## src/rtl/fft_pkg.sv

```systemverilog
// Constants shared by the 16-point FFT core, its twiddle ROM and the frame loader.
package fft_pkg;

  localparam int FFT_N      = 16;
  localparam int FFT_ADDR_W = 4;
  localparam int FFT_DATA_W = 16;
  localparam int F_POINT    = 14;

  localparam logic [FFT_ADDR_W-1:0] FFT_LAST_IDX = FFT_ADDR_W'(FFT_N - 1);

  // Occupancy of the two-bank ping-pong buffer: 0, 1 or 2 full frames.
  typedef logic [1:0] fill_t;

  localparam fill_t FILL_EMPTY = 2'd0;
  localparam fill_t FILL_FULL  = 2'd2;

  function automatic fill_t next_fill(input fill_t fill, input logic complete,
                                      input logic deliver);
    fill_t nxt;
    nxt = fill;
    case ({complete, deliver})
      2'b10:   nxt = fill + 2'd1;
      2'b01:   nxt = fill - 2'd1;
      default: nxt = fill;
    endcase
    return nxt;
  endfunction

endpackage

```

## src/rtl/fft_frame_bank.sv

```systemverilog
// One frame of N complex samples: addressed single-sample write, full parallel read-out.
module fft_frame_bank
  import fft_pkg::*;
#(
  parameter int DATA_WIDTH = FFT_DATA_W,
  parameter int N          = FFT_N
) (
  input  logic                    clk,
  input  logic                    we,
  input  logic [FFT_ADDR_W-1:0]   addr,
  input  logic [DATA_WIDTH-1:0]   wr_r,
  input  logic [DATA_WIDTH-1:0]   wr_i,
  output logic [N*DATA_WIDTH-1:0] rd_r,
  output logic [N*DATA_WIDTH-1:0] rd_i
);

  logic [DATA_WIDTH-1:0] mem_r [N];
  logic [DATA_WIDTH-1:0] mem_i [N];

  // NOTE: sample storage has no reset; its contents are only observed once a
  // frame has been fully written, so resetting it would buy nothing.
  always_ff @(posedge clk) begin
    if (we) begin
      mem_r[addr] <= wr_r;
      mem_i[addr] <= wr_i;
    end
  end

  for (genvar k = 0; k < N; k++) begin : g_pack
    assign rd_r[k*DATA_WIDTH +: DATA_WIDTH] = mem_r[k];
    assign rd_i[k*DATA_WIDTH +: DATA_WIDTH] = mem_i[k];
  end

endmodule

```

## src/rtl/fft_16_frame_loader.sv

```systemverilog
// Serial-to-parallel ping-pong frame loader feeding the 16-point combinational FFT core.
module fft_16_frame_loader
  import fft_pkg::*;
#(
  parameter int DATA_WIDTH = FFT_DATA_W,
  parameter int N          = FFT_N
) (
  input  logic                    clk,
  input  logic                    rst_n,
  input  logic                    in_valid,
  output logic                    in_ready,
  input  logic                    in_sof,
  input  logic [DATA_WIDTH-1:0]   in_r,
  input  logic [DATA_WIDTH-1:0]   in_i,
  output logic                    out_valid,
  input  logic                    out_ready,
  output logic [N*DATA_WIDTH-1:0] out_r,
  output logic [N*DATA_WIDTH-1:0] out_i,
  output logic                    err_sof,
  output logic [7:0]              frame_cnt
);

  if (N != FFT_N) begin : g_bad_n
    $error("fft_16_frame_loader supports only N == 16");
  end

  logic [FFT_ADDR_W-1:0] wr_idx;
  logic                  wr_bank;
  logic                  rd_bank;
  fill_t                 full_cnt;
  fill_t                 full_next;

  logic                  accept;
  logic                  deliver;
  logic                  complete;
  logic [FFT_ADDR_W-1:0] idx;

  logic [N*DATA_WIDTH-1:0] bank_r [2];
  logic [N*DATA_WIDTH-1:0] bank_i [2];

  // Ready depends on registered occupancy only, so no combinational path
  // from out_ready back to in_ready.
  assign in_ready  = (full_cnt != FILL_FULL);
  assign out_valid = (full_cnt != FILL_EMPTY);
  assign accept    = in_valid & in_ready;
  assign deliver   = out_valid & out_ready;
  assign idx       = in_sof ? '0 : wr_idx;
  assign complete  = accept & (idx == FFT_LAST_IDX);
  assign out_r     = bank_r[rd_bank];
  assign out_i     = bank_i[rd_bank];

  // NOTE: every variable written in always_comb gets a default first, so no
  // path can leave it unassigned and infer a latch.
  always_comb begin
    full_next = full_cnt;
    full_next = next_fill(full_cnt, complete, deliver);
  end

  for (genvar b = 0; b < 2; b++) begin : g_bank
    fft_frame_bank #(
      .DATA_WIDTH(DATA_WIDTH),
      .N         (N)
    ) u_bank (
      .clk (clk),
      .we  (accept && (wr_bank == 1'(b))),
      .addr(idx),
      .wr_r(in_r),
      .wr_i(in_i),
      .rd_r(bank_r[b]),
      .rd_i(bank_i[b])
    );
  end

  // NOTE: state registers use non-blocking assignments so every update in
  // this block sees the pre-edge values, matching flip-flop behaviour.
  always_ff @(posedge clk or negedge rst_n) begin
    if (!rst_n) begin
      wr_idx    <= '0;
      wr_bank   <= 1'b0;
      rd_bank   <= 1'b0;
      full_cnt  <= FILL_EMPTY;
      err_sof   <= 1'b0;
      frame_cnt <= 8'd0;
    end else begin
      err_sof  <= accept & in_sof & (wr_idx != '0);
      full_cnt <= full_next;
      if (accept) begin
        wr_idx <= idx + 1'b1;
      end
      if (complete) begin
        wr_bank <= ~wr_bank;
      end
      if (deliver) begin
        rd_bank   <= ~rd_bank;
        frame_cnt <= frame_cnt + 8'd1;
      end
    end
  end

endmodule

```

## config.mk

```make
export PLATFORM = sky130hd
export DESIGN_NAME = fft_16_frame_loader
export DESIGN_NICKNAME = d
export VERILOG_FILES = /design/src/rtl/fft_pkg.sv /design/src/rtl/fft_frame_bank.sv /design/src/rtl/fft_16_frame_loader.sv
export SDC_FILE = /design/constraint.sdc
export NUM_CORES = 1
export LEC_CHECK = 0
export BUFFER_PORTS_ARGS = -buffer_cell sky130_fd_sc_hd__buf_2
export CAP_MARGIN = 20
export CORE_UTILIZATION = 25
export CTS_BUF_LIST = sky130_fd_sc_hd__clkbuf_16
export DETAILED_ROUTE_END_ITERATION = 16
export PLACE_DENSITY = 0.53
export SLEW_MARGIN = 20
export SYNTH_ARGS = -nofsm -noshare
export SYNTH_HDL_FRONTEND = slang
export SYNTH_SLANG_ARGS = --single-unit
```

## constraint.sdc

```tcl
create_clock -name clk -period 3.4 [get_ports clk]
set_input_delay 0.85 -clock clk [delete_from_list [all_inputs] [get_ports clk]]
set_output_delay 0.85 -clock clk [all_outputs]
set_load 0.05 [all_outputs]
```

==> results of run 1 <==
## cells in the final DEF (no fill, tap or decap), types with 2 or more instances in the layout
cell        Yosys  routed
inv_8           0       4
nor3_1          5       2
nor2_1         35       6
ha_1            6       6
nand3_1         2       2
bufinv_16       0       8
edfxtp_1     1024    1024
nor2_4          0      29
buf_12          0      31
nand2_1         8       8
inv_6           0       3
buf_2          59     558
mux2_2        512     512
nand4_1        11      11
inv_1           5      27
nand2b_1        2       2
clkinv_2        0      19
a21oi_1         5       5
and3_1          3       3
or3_1           2       2
nor3_2          0       3
clkbuf_16       0     111
clkinv_4        0       3
xnor2_1         7       7
clkinvlp_4      0       2
xor2_1          4       4
dfrtp_1        17      16
clkinv_1        0      24
buf_4           0      35
buf_16          0       3
diode_2         0       4
## final timing paths
path | slack, ns | cells after the start | end
min in group asynchronous | 0.59 | 2 | frame_cnt[3]
hold reg to reg | 0.46 | 1 | frame_cnt[7]
setup / recovery | 0.09 | 5 | out_r[150]
max in group asynchronous | 2.46 | 2 | rd_bank
setup reg to reg | 0.77 | 4 | g_bank[1].u_bank.mem_r[2][3]
hold / removal | 0.46 | 1 | frame_cnt[7]
## final cells by class
cell class,count,share of cell area (%)
flip-flops and latches,1041,65.5
multi-input cells,613,13.9
repair buffers,630,8.00
clock buffers,111,5.83
well taps,2016,5.30
clock inverters,88,1.44
inverters,5,0.0394
diodes,4,0.0210
## cell usage after synthesis, drive strengths merged
| cell type | count | area share, % |
|---|---|---|
| a21oi | 5 | 0.066 |
| a31oi | 1 | 0.017 |
| and2 | 1 | 0.017 |
| and3 | 3 | 0.050 |
| buf | 60 | 0.81 |
| clkbuf | 3 | 0.030 |
| dfrtp | 17 | 1.1 |
| edfxtp | 1024 | 81 |
| ha | 6 | 0.20 |
| inv | 5 | 0.050 |
| mux2 | 512 | 15 |
| mux2i | 1 | 0.026 |
| nand2 | 8 | 0.079 |
| nand2b | 2 | 0.033 |
| nand3 | 2 | 0.026 |
| nand3b | 2 | 0.073 |
| nand4 | 11 | 0.18 |
| nor2 | 35 | 0.35 |
| nor2b | 1 | 0.017 |
| nor3 | 5 | 0.066 |
| o211ai | 1 | 0.020 |
| o21ai | 1 | 0.023 |
| or2 | 1 | 0.017 |
| or3 | 2 | 0.033 |
| or3b | 1 | 0.023 |
| xnor2 | 8 | 0.20 |
| xor2 | 4 | 0.092 |
## cells by family (layout without fill, tap and decap cells)
family / count (synthesis) / in the layout / synth area share, %
AOI/OAI and AO/OA: 8 / 8 / 0.126
xor gates and xnor gates: 12 / 12 / 0.297
adders and majority gates: 6 / 6 / 0.198
buffers and inverters: 68 / 834 / 0.888
DFF: 1041 / 1041 / 82.3
muxes: 513 / 513 / 15.2
other: 0 / 4 / 0
and+or+nand+nor: 74 / 74 / 0.961
## sequential cells by signal, indices dropped and copies added (netlist names)
name / flops
g_bank.u_bank.mem_i: 512
frame_cnt: 8
full_cnt: 2
g_bank.u_bank.mem_r: 512
rd_bank: 1
wr_idx: 4
err_sof: 1
wr_bank: 1
## through the flow
step / utilization (%) / TNS (ns) / power [uW]
finish: 31.7 / 0 / 40600
global route: 31.7 / -0.0181 / 42000
CTS: 31.7 / 0 / 41100
detailed placement: 29.3 / 0 / 29200
global placement: 29.3 / 0 / 29200
floorplan: - / -87.10 / 25400
## report_power, final
part           leakage [uW]  total (uW)  internal [uW]  switching [uW]
combinational       0.00498       14300           3920           10300
clock               0.00179       11600           6540            5040
sequential          0.00943       14700          14500             184
total                0.0162       40600          25000           15600
## per-layer routing
layer	wire [microns]	up-vias
li1	-	8239
met1	47000	10100
met2	55000	543
met3	6840	132
met4	2660	2
met5	13	-
## timing repair
action,4_1_cts,5_1_grt
resized for setup,2,2
setup buffers,3,0
setup endpoints to repair,301,5
endpoints found under the hold margin,17,0
cloned,1,0
hold buffers,1,0
==> flow_summary.json, run 1 <==
{
  "drive_gt1_share_pct": 53.5,
  "whs_ns": 0.464,
  "pre_cts_slack_ns": 0.462,
  "drt.antenna.violating_nets": 0,
  "worst_pin_slew_ns": 1.07,
  "grt_max_degree": 52,
  "antenna_found_initial": 8,
  "syn-num-nets": 1765,
  "slew_headroom_pct": 28.7,
  "synth_cells": 1722,
  "worst_slack_ns": 0.0918,
  "fin_crit_sh_pct": 97.3,
  "startpoint_type": "flop",
  "gp_congestion": 0.733,
  "core_sq_um": 150000,
  "critPathCaptureType": "primary output",
  "crit_chain": "buf_12 > buf_16 > buf_12 > mux2_2 > buf_2",
  "max_stage_delay_ns": 0.44,
  "critical_path.max_fanout": 31,
  "maxSlewViolCount": 0,
  "drt_pre_antenna_iters": 4,
  "dp_cells": 4300,
  "clockBufferDepth": 3,
  "hold_start": "frame_cnt[7]",
  "die_y_microns": 391,
  "netlist_area_sq_um": 37900,
  "instances_no_fill": 4508,
  "vias": 19000,
  "dr.first_iter.drc_count": 1278,
  "htreeDepth": 3,
  "start_util_pct": 25.2,
  "min_path_type": "reg2reg",
  "p_leak_uw": 0.0162,
  "final.min_clock_period_ns": 3.31,
  "maxCapViolCount": 0,
  "critPathTopFamily": "buffers and inverters",
  "status": "finished clean",
  "drt-total-wl_mm": 111,
  "syn-mean-instance-area_sq_um": 22.0,
  "die_x_microns": 391,
  "setup_viol": 0,
  "post_drt_wl_per_cell_microns": 24.7,
  "rows": 142,
  "ir_drop_mv": 0.522,
  "drc": 0,
  "worst-setup-path-type": "reg2out",
  "yosys_warnings": 0,
  "ys_seq_area_share_pct": 82.3,
  "io_pins": 560,
  "design_area_sq_um": 47600,
  "grtUsageMet3_pct": 3.57,
  "gr-total-overflow": 0,
  "clkLatencyLatePin_ns": 0.72,
  "cts_buffers": 110,
  "grt_busiest_layer": "met2",
  "grt_pass1_wl_mm": 151,
  "finClkSkew_ns": 0.0241,
  "cp_num_buf_inv": 4,
  "syn_to_final_growth_pct": 25.7,
  "fp.dieArea_sq_um": 153000,
  "seq_area_sq_um": 31200,
  "nFillCells": 14600,
  "cp-startpoint": "rd_bank",
  "rsz0062_at_grt": "yes",
  "required_ns": 2.55,
  "final_nets": 2444,
  "cts_tree": "done",
  "cp_slowest_cell": "dfrtp_4",
  "ys_seq_elements": 1041,
  "rr_startpoint": "full_cnt[0]",
  "viasPerCell": 4.22,
  "hold_violations": 0,
  "cellPowerDensity_nw_per_um2": 852,
  "use_met1_pct": 18.2,
  "grt.total_usage_pct": 14.3,
  "worstPathArrival_ns": 2.46,
  "placed_area_sq_um": 44000,
  "grt_pass1_vias": 18700,
  "synth.distinct_cells": 30,
  "clock_sinks": 1041,
  "clock-root-buffer": "clkbuf_16",
  "max_clock_freq_mhz": 302,
  "multi_input_area_sq_um": 6610,
  "clkTransAtPathRegs_ns": 0.06,
  "portBuffers": 559,
  "cp_common_cell": "buf_12",
  "dp_hpwl_mm": 70.4,
  "grtUsageMet2_pct": 23.6
}
(Power assumes the default switching activity.)
==> run 2, diff against run 1 <==
--- a/config.mk
+++ b/config.mk
@@ -10,7 +10,7 @@
 export CORE_UTILIZATION = 25
 export CTS_BUF_LIST = sky130_fd_sc_hd__clkbuf_16
 export DETAILED_ROUTE_END_ITERATION = 16
-export PLACE_DENSITY = 0.53
+export PLACE_DENSITY_LB_ADDON = 0.3
 export SLEW_MARGIN = 20
 export SYNTH_ARGS = -nofsm -noshare
 export SYNTH_HDL_FRONTEND = slang
==> flow_summary.json, run 2 (synthesized netlist as in run 1, its figures left out) <==
{
  "setup_viol": 0,
  "ir_drop_mv": 0.530,
  "vias": 18900,
  "dp_hpwl_mm": 69.6,
  "dr.first_iter.drc_count": 1144,
  "drt.antenna.violating_nets": 0,
  "start_util_pct": 25.2,
  "core_sq_um": 150000,
  "fp.dieArea_sq_um": 153000,
  "syn_to_final_growth_pct": 25.8,
  "maxCapViolCount": 0,
  "drt-total-wl_mm": 112,
  "layout_commonest_cell": "edfxtp_1",
  "required_ns": 2.55,
  "rows": 142,
  "max_stage_delay_ns": 0.44,
  "cts_tree": "done",
  "cts_buffers": 114,
  "gp_congestion": 0.737,
  "finClkSkew_ns": 0.0660,
  "multi_input_area_sq_um": 6610,
  "rr_startpoint": "full_cnt[0]",
  "critPathCaptureType": "primary output",
  "drc": 0,
  "p_leak_uw": 0.0162,
  "clkLatencyLatePin_ns": 0.76,
  "hold_violations": 0,
  "dp_cells": 4293,
  "crit_chain": "buf_12 > buf_12 > mux2_2 > buf_2",
  "layout_common_cells": "edfxtp_1, buf_2, mux2_2",
  "seq_area_sq_um": 31200,
  "drt_pre_antenna_iters": 4,
  "clockBufferDepth": 3,
  "cellPowerDensity_nw_per_um2": 855,
  "clock_sinks": 1041,
  "instances_no_fill": 4511,
  "grt_max_degree": 90,
  "maxSlewViolCount": 0,
  "die_y_microns": 391,
  "drive_gt1_share_pct": 53.3,
  "min_path_type": "in2reg",
  "rsz0062_at_grt": "no",
  "antenna_found_initial": 8,
  "cp_slowest_cell": "mux2_2",
  "htreeDepth": 3,
  "worstPathArrival_ns": 2.42,
  "placed_area_sq_um": 44000,
  "pre_cts_slack_ns": 0.468,
  "cp_common_cell": "buf_12",
  "clock-root-buffer": "clkbuf_16",
  "portBuffers": 559,
  "largestRegisters": "g_bank.u_bank.mem_i: 512 flops, g_bank.u_bank.mem_r: 512 flops, frame_cnt: 8 flops",
  "post_drt_wl_per_cell_microns": 24.8,
  "hold_start": "in_sof",
  "worst_pin_slew_ns": 1.05,
  "max_clock_freq_mhz": 306,
  "grt_pass1_vias": 18500,
  "slew_headroom_pct": 29.9,
  "nFillCells": 14600,
  "clkTransAtPathRegs_ns": 0.06,
  "viasPerCell": 4.18,
  "status": "finished clean",
  "io_pins": 560,
  "final_nets": 2440,
  "grt.total_usage_pct": 14.2,
  "worst-setup-path-type": "reg2out",
  "gr-total-overflow": 0,
  "design_area_sq_um": 47700,
  "cp-startpoint": "rd_bank",
  "grt_pass1_wl_mm": 150,
  "worst_slack_ns": 0.134,
  "die_x_microns": 391,
  "final.min_clock_period_ns": 3.27,
  "startpoint_type": "flop",
  "critical_path.max_fanout": 80,
  "fin_crit_sh_pct": 96.1
}
## run 2: area by class of cell
| cell class | instances | share of cell area, % |
|---|---|---|
| antenna | 2 | 0.0105 |
| clock buffer | 114 | 5.99 |
| inverter | 5 | 0.0394 |
| clock inverter | 98 | 1.66 |
| timing repair buffer | 622 | 7.72 |
| sequential | 1041 | 65.4 |
| tap | 2016 | 5.29 |
| multi-input combinational | 613 | 13.9 |
## run 2: metal layers
layer  GRT usage, %  share of wire, %  up-vias
met5              0             0.021        -
met4           4.09               2.2        4
met3           3.94               6.3      130
met2           24.4                51      502
met1           17.3                41    10000
li1               -                 -     8214
## run 2: what timing repair did
item | 4_1_cts | 5_1_grt
gates resized for setup | 1 | 0
hold buffers | 1 | 0
setup endpoints to repair | 249 | 0
hold endpoints to repair | 8 | 0
buffers inserted | 3 | 0
## run 2: path summary, 6_finish.rpt
check,endpoint,depth (start not counted),slack [ns]
worst max-delay path,out_r[96],4,0.13
worst min-delay path,err_sof,2,0.45
worst max register to register,g_bank[0].u_bank.mem_r[12][10],4,0.80
worst min register to register,frame_cnt[7],1,0.47
max in group asynchronous,rd_bank,2,2.41
min in group asynchronous,frame_cnt[2],2,0.58
## run 2: worst max-delay path, delay by kind of cell (launching register included)
| family | cells | cell delay [ns] |
|---|---|---|
| buffers and inverters | 3 | 0.73 |
| muxes | 1 | 0.44 |
| DFF | 1 | 0.42 |
## run 2: where the power goes
| part | total, uW | switching (uW) | internal [uW] |
|---|---|---|---|
| registers | 14700 | 192 | 14500 |
| logic | 14000 | 10300 | 3770 |
| clock network | 12000 | 5190 | 6790 |
| total | 40800 | 15600 | 25100 |
## run 2: per-stage QoR
stage	utilization [%]	power (uW)	hold slack, ns	setup TNS, ns
2_1_floorplan	-	25400	0.498	-87.10
3_3_place_gp	29.3	29200	0.461	0
3_5_place_dp	29.3	29200	0.455	0
4_1_cts	31.7	41400	0.354	0
5_1_grt	31.7	42200	0.394	0
6_report	31.7	40800	0.454	0
==> run 3, diff against run 2 <==
==> constraint.sdc (replaced) <==
create_clock -name clk -period 3.4 [get_ports clk]
set_input_delay 0.68 -clock clk [delete_from_list [all_inputs] [get_ports clk]]
set_output_delay 0.68 -clock clk [all_outputs]
set_load 0.05 [all_outputs]
==> flow_summary.json, run 3 (synthesized netlist as in run 1, its figures left out) <==
{
  "fp.dieArea_sq_um": 153000,
  "cp_num_buf_inv": 3,
  "min_path_type": "in2reg",
  "finClkSkew_ns": 0.0426,
  "drc": 0,
  "die_y_microns": 391,
  "critPathTopFamily": "buffers and inverters",
  "antenna_found_initial": 9,
  "cellPowerDensity_nw_per_um2": 849,
  "syn_to_final_growth_pct": 25.5,
  "rows": 142,
  "grt_pass1_vias": 18500,
  "layout_commonest_cell": "edfxtp_1",
  "worst_pin_slew_ns": 1.17,
  "clkLatencyLatePin_ns": 0.74,
  "design_area_sq_um": 47600,
  "portBuffers": 559,
  "post_drt_wl_per_cell_microns": 24.5,
  "clkTransAtPathRegs_ns": 0.06,
  "io_pins": 560,
  "grt_max_degree": 76,
  "drt_pre_antenna_iters": 5,
  "slew_headroom_pct": 22.3,
  "max_clock_freq_mhz": 307,
  "gp_congestion": 0.744,
  "hold_violations": 0,
  "multi_input_area_sq_um": 6610,
  "drive_gt1_share_pct": 53.2,
  "maxCapViolCount": 0,
  "whs_ns": 0.298,
  "grt_pass1_wl_mm": 148,
  "grt.total_usage_pct": 14.1,
  "dp_hpwl_mm": 69.6,
  "htreeDepth": 3,
  "vias": 18700,
  "ir_drop_mv": 0.581,
  "p_leak_uw": 0.0162,
  "seq_area_sq_um": 31200,
  "largestRegisters": "g_bank.u_bank.mem_i: 512 flops, g_bank.u_bank.mem_r: 512 flops, frame_cnt: 8 flops",
  "cts_tree": "done",
  "placed_area_sq_um": 44000,
  "setup_viol": 0,
  "drt.antenna.violating_nets": 0,
  "clock-root-buffer": "clkbuf_16",
  "clock_sinks": 1041,
  "start_util_pct": 25.2,
  "core_sq_um": 150000,
  "cp_slowest_cell": "dfrtp_4",
  "drt-total-wl_mm": 110,
  "fin_crit_sh_pct": 95.8,
  "final_nets": 2433,
  "critPathCaptureType": "primary output",
  "max_stage_delay_ns": 0.44,
  "worst_slack_ns": 0.143,
  "maxSlewViolCount": 0,
  "worst-setup-path-type": "reg2out",
  "layout_common_cells": "edfxtp_1, buf_2, mux2_2",
  "clockBufferDepth": 3,
  "gr-total-overflow": 0,
  "fin_util_pct": 31.7,
  "status": "finished clean",
  "required_ns": 2.72,
  "final.min_clock_period_ns": 3.26,
  "crit_chain": "buf_12 > buf_4 > mux2_2 > buf_2",
  "startpoint_type": "flop",
  "rsz0062_at_grt": "no",
  "dr.first_iter.drc_count": 1175,
  "pre_cts_slack_ns": 0.615,
  "critical_path.max_fanout": 34,
  "die_x_microns": 391,
  "cts_buffers": 113,
  "nFillCells": 14600,
  "worstPathArrival_ns": 2.58,
  "viasPerCell": 4.16
}
run 3: metal layers:
| metal | track usage (%) | wire length [microns] | part of all wire, % |
|---|---|---|---|
| met1 | 16.9 | 44300 | 40 |
| met2 | 23.8 | 55400 | 50 |
| met3 | 3.93 | 7120 | 6.4 |
| met4 | 5.11 | 3660 | 3.3 |
| met5 | 0 | 13 | 0.012 |
run 3: layout make-up:
cell class / instances / area share, %
tap: 2016 / 5.30
clock inverter: 91 / 1.52
inverter: 5 / 0.0395
sequential: 1041 / 65.6
antenna: 7 / 0.0368
clock buffer: 113 / 5.95
multi-input combinational: 613 / 13.9
timing repair buffer: 616 / 7.68
run 3: what timing repair did:
item,4_1_cts,5_1_grt
hold buffers,1,0
endpoints found under the hold margin,17,0
gates resized for setup,0,0
buffers inserted,0,0
run 3: where the power goes:
group,switching (uW),internal [uW]
Sequential,185,14500
Clock,5070,6580
Combinational,10200,3760
Total,15500,24900
run 3: final timing paths:
check                                  start                      endpoint  slack (ns)  cells past startpoint
worst max register to register   full_cnt[0]  g_bank[0].u_bank.mem_i[9][1]        0.85                      4
min in group asynchronous              rst_n                   full_cnt[0]        0.45                      2
worst max-delay path                 rd_bank                    out_i[165]        0.14                      4
worst min register to register  frame_cnt[7]                  frame_cnt[7]        0.46                      1
max in group asynchronous              rst_n                       rd_bank        2.55                      2
worst min-delay path                  in_sof                       err_sof        0.30                      2
run 3: worst reg2reg max path: stages (launching register included):
cell      delay, ns
dfrtp_1        0.47
nand2b_1       0.56
nand4_1        0.60
nor2_4         0.30
buf_12         0.25
run 3: stage by stage:
step                      setup TNS [ns]  power (uW)  cells
final                                  0       40400   4502
after global routing                   0       41800   4495
after CTS                              0       41100   4495
after detailed placement               0       29200   4290
after global placement                 0       29200   4290
after floorplan                   -70.78       25400   1722
